**config.mk**
```make
export PLATFORM = sky130hd
export DESIGN_NAME = tx_scrambler_stage
export DESIGN_NICKNAME = d
export VERILOG_FILES = /design/src/rtl/tx_scrambler_stage.sv
export SDC_FILE = /design/constraint.sdc
export NUM_CORES = 1
export LEC_CHECK = 0
export ABC_AREA = 1
export BUFFER_PORTS_ARGS = -buffer_cell sky130_fd_sc_hd__buf_2
export CORE_UTILIZATION = 44
export DETAILED_ROUTE_END_ITERATION = 8
export PLACE_DENSITY = 0.87
export SLEW_MARGIN = 10
export SYNTH_ARGS = -nofsm -noshare
export SYNTH_HDL_FRONTEND = slang
export SYNTH_SLANG_ARGS = --single-unit
export TNS_END_PERCENT = 100
```
**constraint.sdc**
```tcl
create_clock -name pclk -period 1.5 [get_ports pclk]
set_clock_uncertainty 0.1 [all_clocks]
set_input_delay 0.075 -clock pclk [delete_from_list [all_inputs] [get_ports pclk]]
set_output_delay 0.075 -clock pclk [all_outputs]
set_load 0.1 [all_outputs]
```
**src/rtl/tx_scrambler_stage.sv**
```systemverilog
// TX byte scrambler stage: XORs D-symbols with the LFSR keystream, passes K-symbols and ordered sets clear.
// Optional misaligned-COM checker enabled by defining SCR_OS_CHECK_EN.
module tx_scrambler_stage #(
  parameter logic [7:0] COM_SYM  = 8'hBC,
  parameter logic [7:0] SKP_SYM  = 8'h1C,
  parameter int         TS_WORDS = 4
) (
  input  logic                        pclk,
  input  logic                        reset_n,
  input  logic [31:0]                 in_data,
  input  logic [3:0]                  in_datak,
  input  logic                        disable_scrambling,
  input  logic [31:0]                 lfsr_data,
  output logic                        scrambler_reset,
  output logic [31:0]                 out_data,
  output logic [3:0]                  out_datak,
  output logic                        out_os,
  output logic                        os_err,
  output logic                        out_skp,
  output logic [$clog2(TS_WORDS)-1:0] os_cnt_dbg
);

  localparam int CNT_W = $clog2(TS_WORDS);

  logic             com_hit;
  logic             one_word_os;
  logic             os_word;
  logic             skp_word;
  logic [CNT_W-1:0] os_cnt;
  logic [CNT_W-1:0] os_cnt_nxt;
  logic [31:0]      data_nxt;

  assign com_hit         = in_datak[0] && (in_data[7:0] == COM_SYM);
  assign one_word_os     = &in_datak[3:1];
  assign scrambler_reset = com_hit && reset_n;
  assign skp_word        = com_hit && one_word_os && (in_data[15:8] == SKP_SYM);
  assign os_cnt_dbg      = os_cnt;

  // A COM always restarts classification, even in the middle of a TS.
  always_comb begin
    os_cnt_nxt = os_cnt;
    os_word    = 1'b0;
    if (com_hit) begin
      os_word    = 1'b1;
      os_cnt_nxt = one_word_os ? '0 : CNT_W'(TS_WORDS - 1);
    end else if (os_cnt != '0) begin
      os_word    = 1'b1;
      os_cnt_nxt = os_cnt - 1'b1;
    end
  end

  // The keystream byte is always consumed; only the XOR is gated.
  always_comb begin
    data_nxt = in_data;
    for (int n = 0; n < 4; n++) begin
      if (!os_word && !disable_scrambling && !in_datak[n])
        data_nxt[8*n +: 8] = in_data[8*n +: 8] ^ lfsr_data[8*n +: 8];
    end
  end

  always_ff @(posedge pclk or negedge reset_n) begin
    if (!reset_n) begin
      os_cnt    <= '0;
      out_data  <= '0;
      out_datak <= '0;
      out_os    <= 1'b0;
      out_skp   <= 1'b0;
    end else begin
      os_cnt    <= os_cnt_nxt;
      out_data  <= data_nxt;
      out_datak <= in_datak;
      out_os    <= os_word;
      out_skp   <= skp_word;
    end
  end

`ifdef SCR_OS_CHECK_EN
  logic misaligned_com;

  always_comb begin
    misaligned_com = 1'b0;
    for (int n = 1; n < 4; n++) begin
      if (in_datak[n] && (in_data[8*n +: 8] == COM_SYM))
        misaligned_com = 1'b1;
    end
  end

  always_ff @(posedge pclk or negedge reset_n) begin
    if (!reset_n) os_err <= 1'b0;
    else          os_err <= os_err | misaligned_com;
  end
`else
  assign os_err = 1'b0;
`endif

endmodule

```
# == Word level (Yosys, flattened, before mapping) ==
# Index checks and enable logic that the tools add are counted.
# op_classes
n_reduce_logical,18
add_sub_neg,1
mux,9
bitwise_logic,4
n_eq_ne,2
# op_table
op,count
2-to-1 mux 8 bit,4
bitwise XOR 8 bit,4
logical AND 1 bit,9
"equality test 8 x 5 -> 1 bit, second input constant",1
"equality test 8 bit, second input constant",1
zero test 1 bit,6
2-to-1 mux 2 bit,3
nonzero test 2 bit,2
AND reduction 3 bit,1
2-to-1 mux 1 bit,2
"subtractor 2 x 1 -> 2 bit, second input constant",1
# totals
output_inout_bits,42
in_bits,71
register_bits,40

# == Longest topological paths before layout ==
# depth
ltp_word,7
depth_mapped,8
mapped_depth_nobuf,8

# == Worst setup path after synthesis ==
# OpenSTA, ideal clock, no wires.
# synth_timing
path_type,flip-flop to flip-flop
from,"reg os_cnt[0], in the netlist os_cnt_dbg[0]"
to,reg out_data[0]
slack_ps,-448
path_buffers,1
required_ps,1284
synth_period_minus_slack_ps,1948
arrival_time_ps,1732
setup_ps,116
stages_incl_launch_ff,8
cell_sequence,dfrtp_1 -> inv_1 -> ha_1 -> buf_4 -> nand3_2 -> nor2_2 -> nand2_1 -> nand2_1
# synth_via
elab_chain_len,7
# synth_rtl
element,line_no,rtl
start: declaration,29,logic [CNT_W-1:0] os_cnt;
start signal: assignment,69,os_cnt <= os_cnt_nxt;
nonzero test 2 bit,46,end else if (os_cnt != '0) begin
2-to-1 mux 1 bit,46,
2-to-1 mux 1 bit,43,if (com_hit) begin
zero test 1 bit,56,if (!os_word && !disable_scrambling && !in_datak[n])
logical AND 1 bit (2 in series),56,
2-to-1 mux 8 bit,56,
via data_nxt[0],31,logic [31:0] data_nxt;
end signal: assignment,70,out_data <= data_nxt;
end: declaration,15,"output logic [31:0] out_data,"
# The timed path passes the listed nets, and every way through them passes these cells.
# A chain may end at the register's enable or synchronous reset.

# == Final worst setup path ==
# layout_timing
from,"reg os_cnt[1], in the netlist os_cnt_dbg[1]"
to,reg out_data[12]
# The elaborated chain is that of the path after synthesis.

==> impl_metrics.yaml <==
die:
  io_pins: 113
  chipHeight_um: 68.6
  dieWidth_um: 68.6
  coreArea_mm2: 0.00414
  initial_core_util_pct: 47.1
  num_rows: 23
  die_area_mm2: 0.00471
timing:
  period_needed_ns: 1.47
  grt_setup_unrepaired: "yes"
  drv_slew: 0
  fmax_mhz: 682
  max-slew-margin-rel_pct: 66.0
  fin_crit_sh_pct: 97.7
  finalSetupViolations: 0
  fin_setup_tns_ns: 0
  worstMarginPinSlew_ns: 0.513
  hold_viol_final: 0
clocking:
  clock_latency_ns: 0.27
  clock_path_buffers: 2
  postCtsSetupBuffers: 0
  cts-root-buf: "clkbuf_8"
  cts_buffers: 5
  cts_tree: "yes"
  cts-htree-levels: 2
  path_clk_slew_ns: 0.07
  cts_sinks: 40
yosys:
  ys.flop_type: "dfrtp_1"
  synthAdderAreaFrac_pct: 0.641
  yosysMostFrequentCell: "nand2_1"
  syn_nets: 288
  netlist_instances: 216
  synth_area_leaders: "dfrtp_1, nand2_1, xor2_1, nand4_4, inv_1"
  synth_common_cells: "nand2_1, dfrtp_1, xor2_1, inv_1, nor2_1"
  synth_seq_cells: 40
  yosysSeqAreaShare_pct: 51.2
  synth_area_per_cell_um2: 9.04
  synthArstFlopShare_pct: 100
  synth_compound_area_share_pct: 0.256
  synth_top_family_by_area: "simple AND/OR/NAND/NOR gates"
  syn-cell-area_mm2: 0.00195
  synth_edf_count: 0
  synth_top_cell_by_area: "dfrtp_1"
  synth-simple-area-share_pct: 29.4
  ys_warn_count: 0
  synth_top_area_share_pct: 51.2
  synth_mux_area_share_pct: 0
  ys_types: 19
  synth_xor_area_share_pct: 14.8
worst_setup_path:
  crit_arrival_ns: 1.58
  crit_required_ns: 1.62
  endpoint_kind: "flop"
  cp-start-kind: "flop"
  slowest_delay_ns: 0.48
  path_class: "reg -> reg"
  worst_path_most_repeated_cell: "nand2_1"
  reg2reg_depth: 6
  crit_chain: "inv_2 > ha_4 > nand3_4 > nor2_4 > nand2_1 > nand2_1"
  cp_max_fo: 8
  crit_path_top_delay_cell: "dfrtp_4"
min_path:
  whs_path_depth: 4
  holdCritPathClass: "in -> reg"
grt:
  antenna_found_initial: 0
  grt_pass1_vias: 2149
  grt_pass1_wl_um: 9560
  grt_overflow: 0
  grt_max_degree: 41
  grt_use_total_pct: 28.3
detailed_routing:
  dr.pass1.iters: 4
  avgRoutedWirePerCell_um: 14.5
  wirelength_um: 6570
  routed_via_density: 4.71
  drc_errors: 0
  initialDrtViolationCount: 175
  num_vias: 2134
  drtAntennaViolNets: 0
layout:
  nets: 475
  drive_gt1_share_pct: 34.7
  fillers: 233
  synthToLayoutAreaGrowth_pct: 75.1
  n_antenna_cell: 0
  fin_area_mm2: 0.00342
run_status:
  status: "finished, final reports clean"
placement:
  postPlaceCellArea_mm2: 0.00264
  dp_hpwl_um: 3480
  gp_congestion: 0.683
  io_buffers: 111
power_and_ir_drop:
  power.density_mw_per_mm2: 1360
  ir_drop_v: 0.000742
  p_leak_nw: 1.80
flow_run:
  max_cap_violations: 0
cells by family (layout without fill, tap and decap cells):
group | after synthesis | count (layout)
fa+ha+maj | 1 | 1
compound gates | 1 | 1
flops | 40 | 40
xor+xnor | 33 | 33
buf+inv | 14 | 201
other cells | 1 | 1
simple gates | 126 | 126
path summary, 6_finish.rpt:
check	from	slack (ns)	end
worst max-delay path	os_cnt_dbg[1]$_DFFE_PN0P_	0.03	out_data[12]$_DFF_PN0_
worst min-delay path	lfsr_data[6]	0.00002	out_data[6]$_DFF_PN0_
worst max register to register	os_cnt_dbg[1]$_DFFE_PN0P_	0.03	out_data[12]$_DFF_PN0_
worst min register to register	os_cnt_dbg[0]$_DFFE_PN0P_	0.53	os_cnt_dbg[0]$_DFFE_PN0P_
max in group asynchronous	reset_n	0.58	os_cnt_dbg[1]$_DFFE_PN0P_
min in group asynchronous	reset_n	0.34	out_data[20]$_DFF_PN0_
stage by stage:
stage | hold slack, ns | std cells | total power, W | setup WS, ns | util [%]
3_5_place_dp | 0.0920 | 378 | 0.00378 | 0.0565 | 63.6
4_1_cts | 0.00289 | 453 | 0.00457 | 0.0332 | 81.9
5_1_grt | 0.00480 | 453 | 0.00484 | -0.0161 | 82.5
3_3_place_gp | 0.0787 | 378 | 0.00373 | 0.0851 | 63.6
6_report | 0.0000208 | 453 | 0.00465 | 0.0341 | 82.5
2_1_floorplan | -0.321 | 216 | 0.00330 | -0.0988 | -
layout by cell type (no fill, tap or decap):
| master | n |
|---|---|
| conb_1 | 1 |
| nor2_4 | 4 |
| inv_1 | 8 |
| nand4_4 | 4 |
| dfrtp_1 | 38 |
| buf_2 | 110 |
| buf_4 | 2 |
| nand3_1 | 1 |
| nand2_2 | 2 |
| or2_1 | 1 |
| o21ai_0 | 1 |
| nand2_1 | 104 |
| xor2_1 | 32 |
| nor3_1 | 2 |
| buf_6 | 1 |
| dfrtp_4 | 2 |
| nor4_1 | 1 |
| clkbuf_1 | 1 |
| clkbuf_8 | 5 |
| ha_4 | 1 |
| nor2_1 | 4 |
| xnor2_1 | 1 |
| inv_2 | 3 |
| dlygate4sd3_1 | 68 |
| buf_12 | 2 |
| nand3_4 | 1 |
| nor2_2 | 1 |
| nand3_2 | 1 |
| clkinv_2 | 1 |
where the power goes:
part | switching (W) | leakage (nW) | internal (W)
Sequential | 0.0000767 | 0.468 | 0.00128
Combinational | 0.00203 | 1.30 | 0.000598
Clock | 0.000345 | 0.0410 | 0.000316
worst max-delay path, delay by kind of cell (launching register included):
family                     cells  cell delay (ns)
DFF                            1             0.48
and+or+nand+nor                4             0.59
adders and majority gates      1             0.16
buffers and inverters          1             0.08
area by class of cell:
type / count / area (um2) / share of cell area, %
inverters: 11 / 41.3 / 1.21
multi-input cells: 162 / 932 / 27.3
clock inverters: 1 / 5.00 / 0.146
well taps: 50 / 62.6 / 1.83
flip-flops and latches: 40 / 1010 / 29.5
clock buffers: 6 / 72.6 / 2.12
repair buffers: 183 / 1300 / 37.9
state kept, by name, summed over array words and instances, names as in the netlist:
register,flops
out_data,32
os_cnt_dbg,2
out_datak,4
out_os,1
out_skp,1
per-layer routing:
metal / GRT usage (%) / share of wire (%) / vias to the layer above
li1: - / - / 1025
met1: 29.2 / 36 / 971
met2: 54.9 / 54 / 122
met3: 6.09 / 7.5 / 16
met4: 10.7 / 2.1 / 0
met5: 0 / 0 / -
what timing repair did:
action                                  in CTS  in global routing
hold buffers                                68                  0
gates resized for setup                      0                  6
hold endpoints to repair                    77                  0
endpoints found under the setup margin       0                 22
Power figures use the tool's default switching activity.
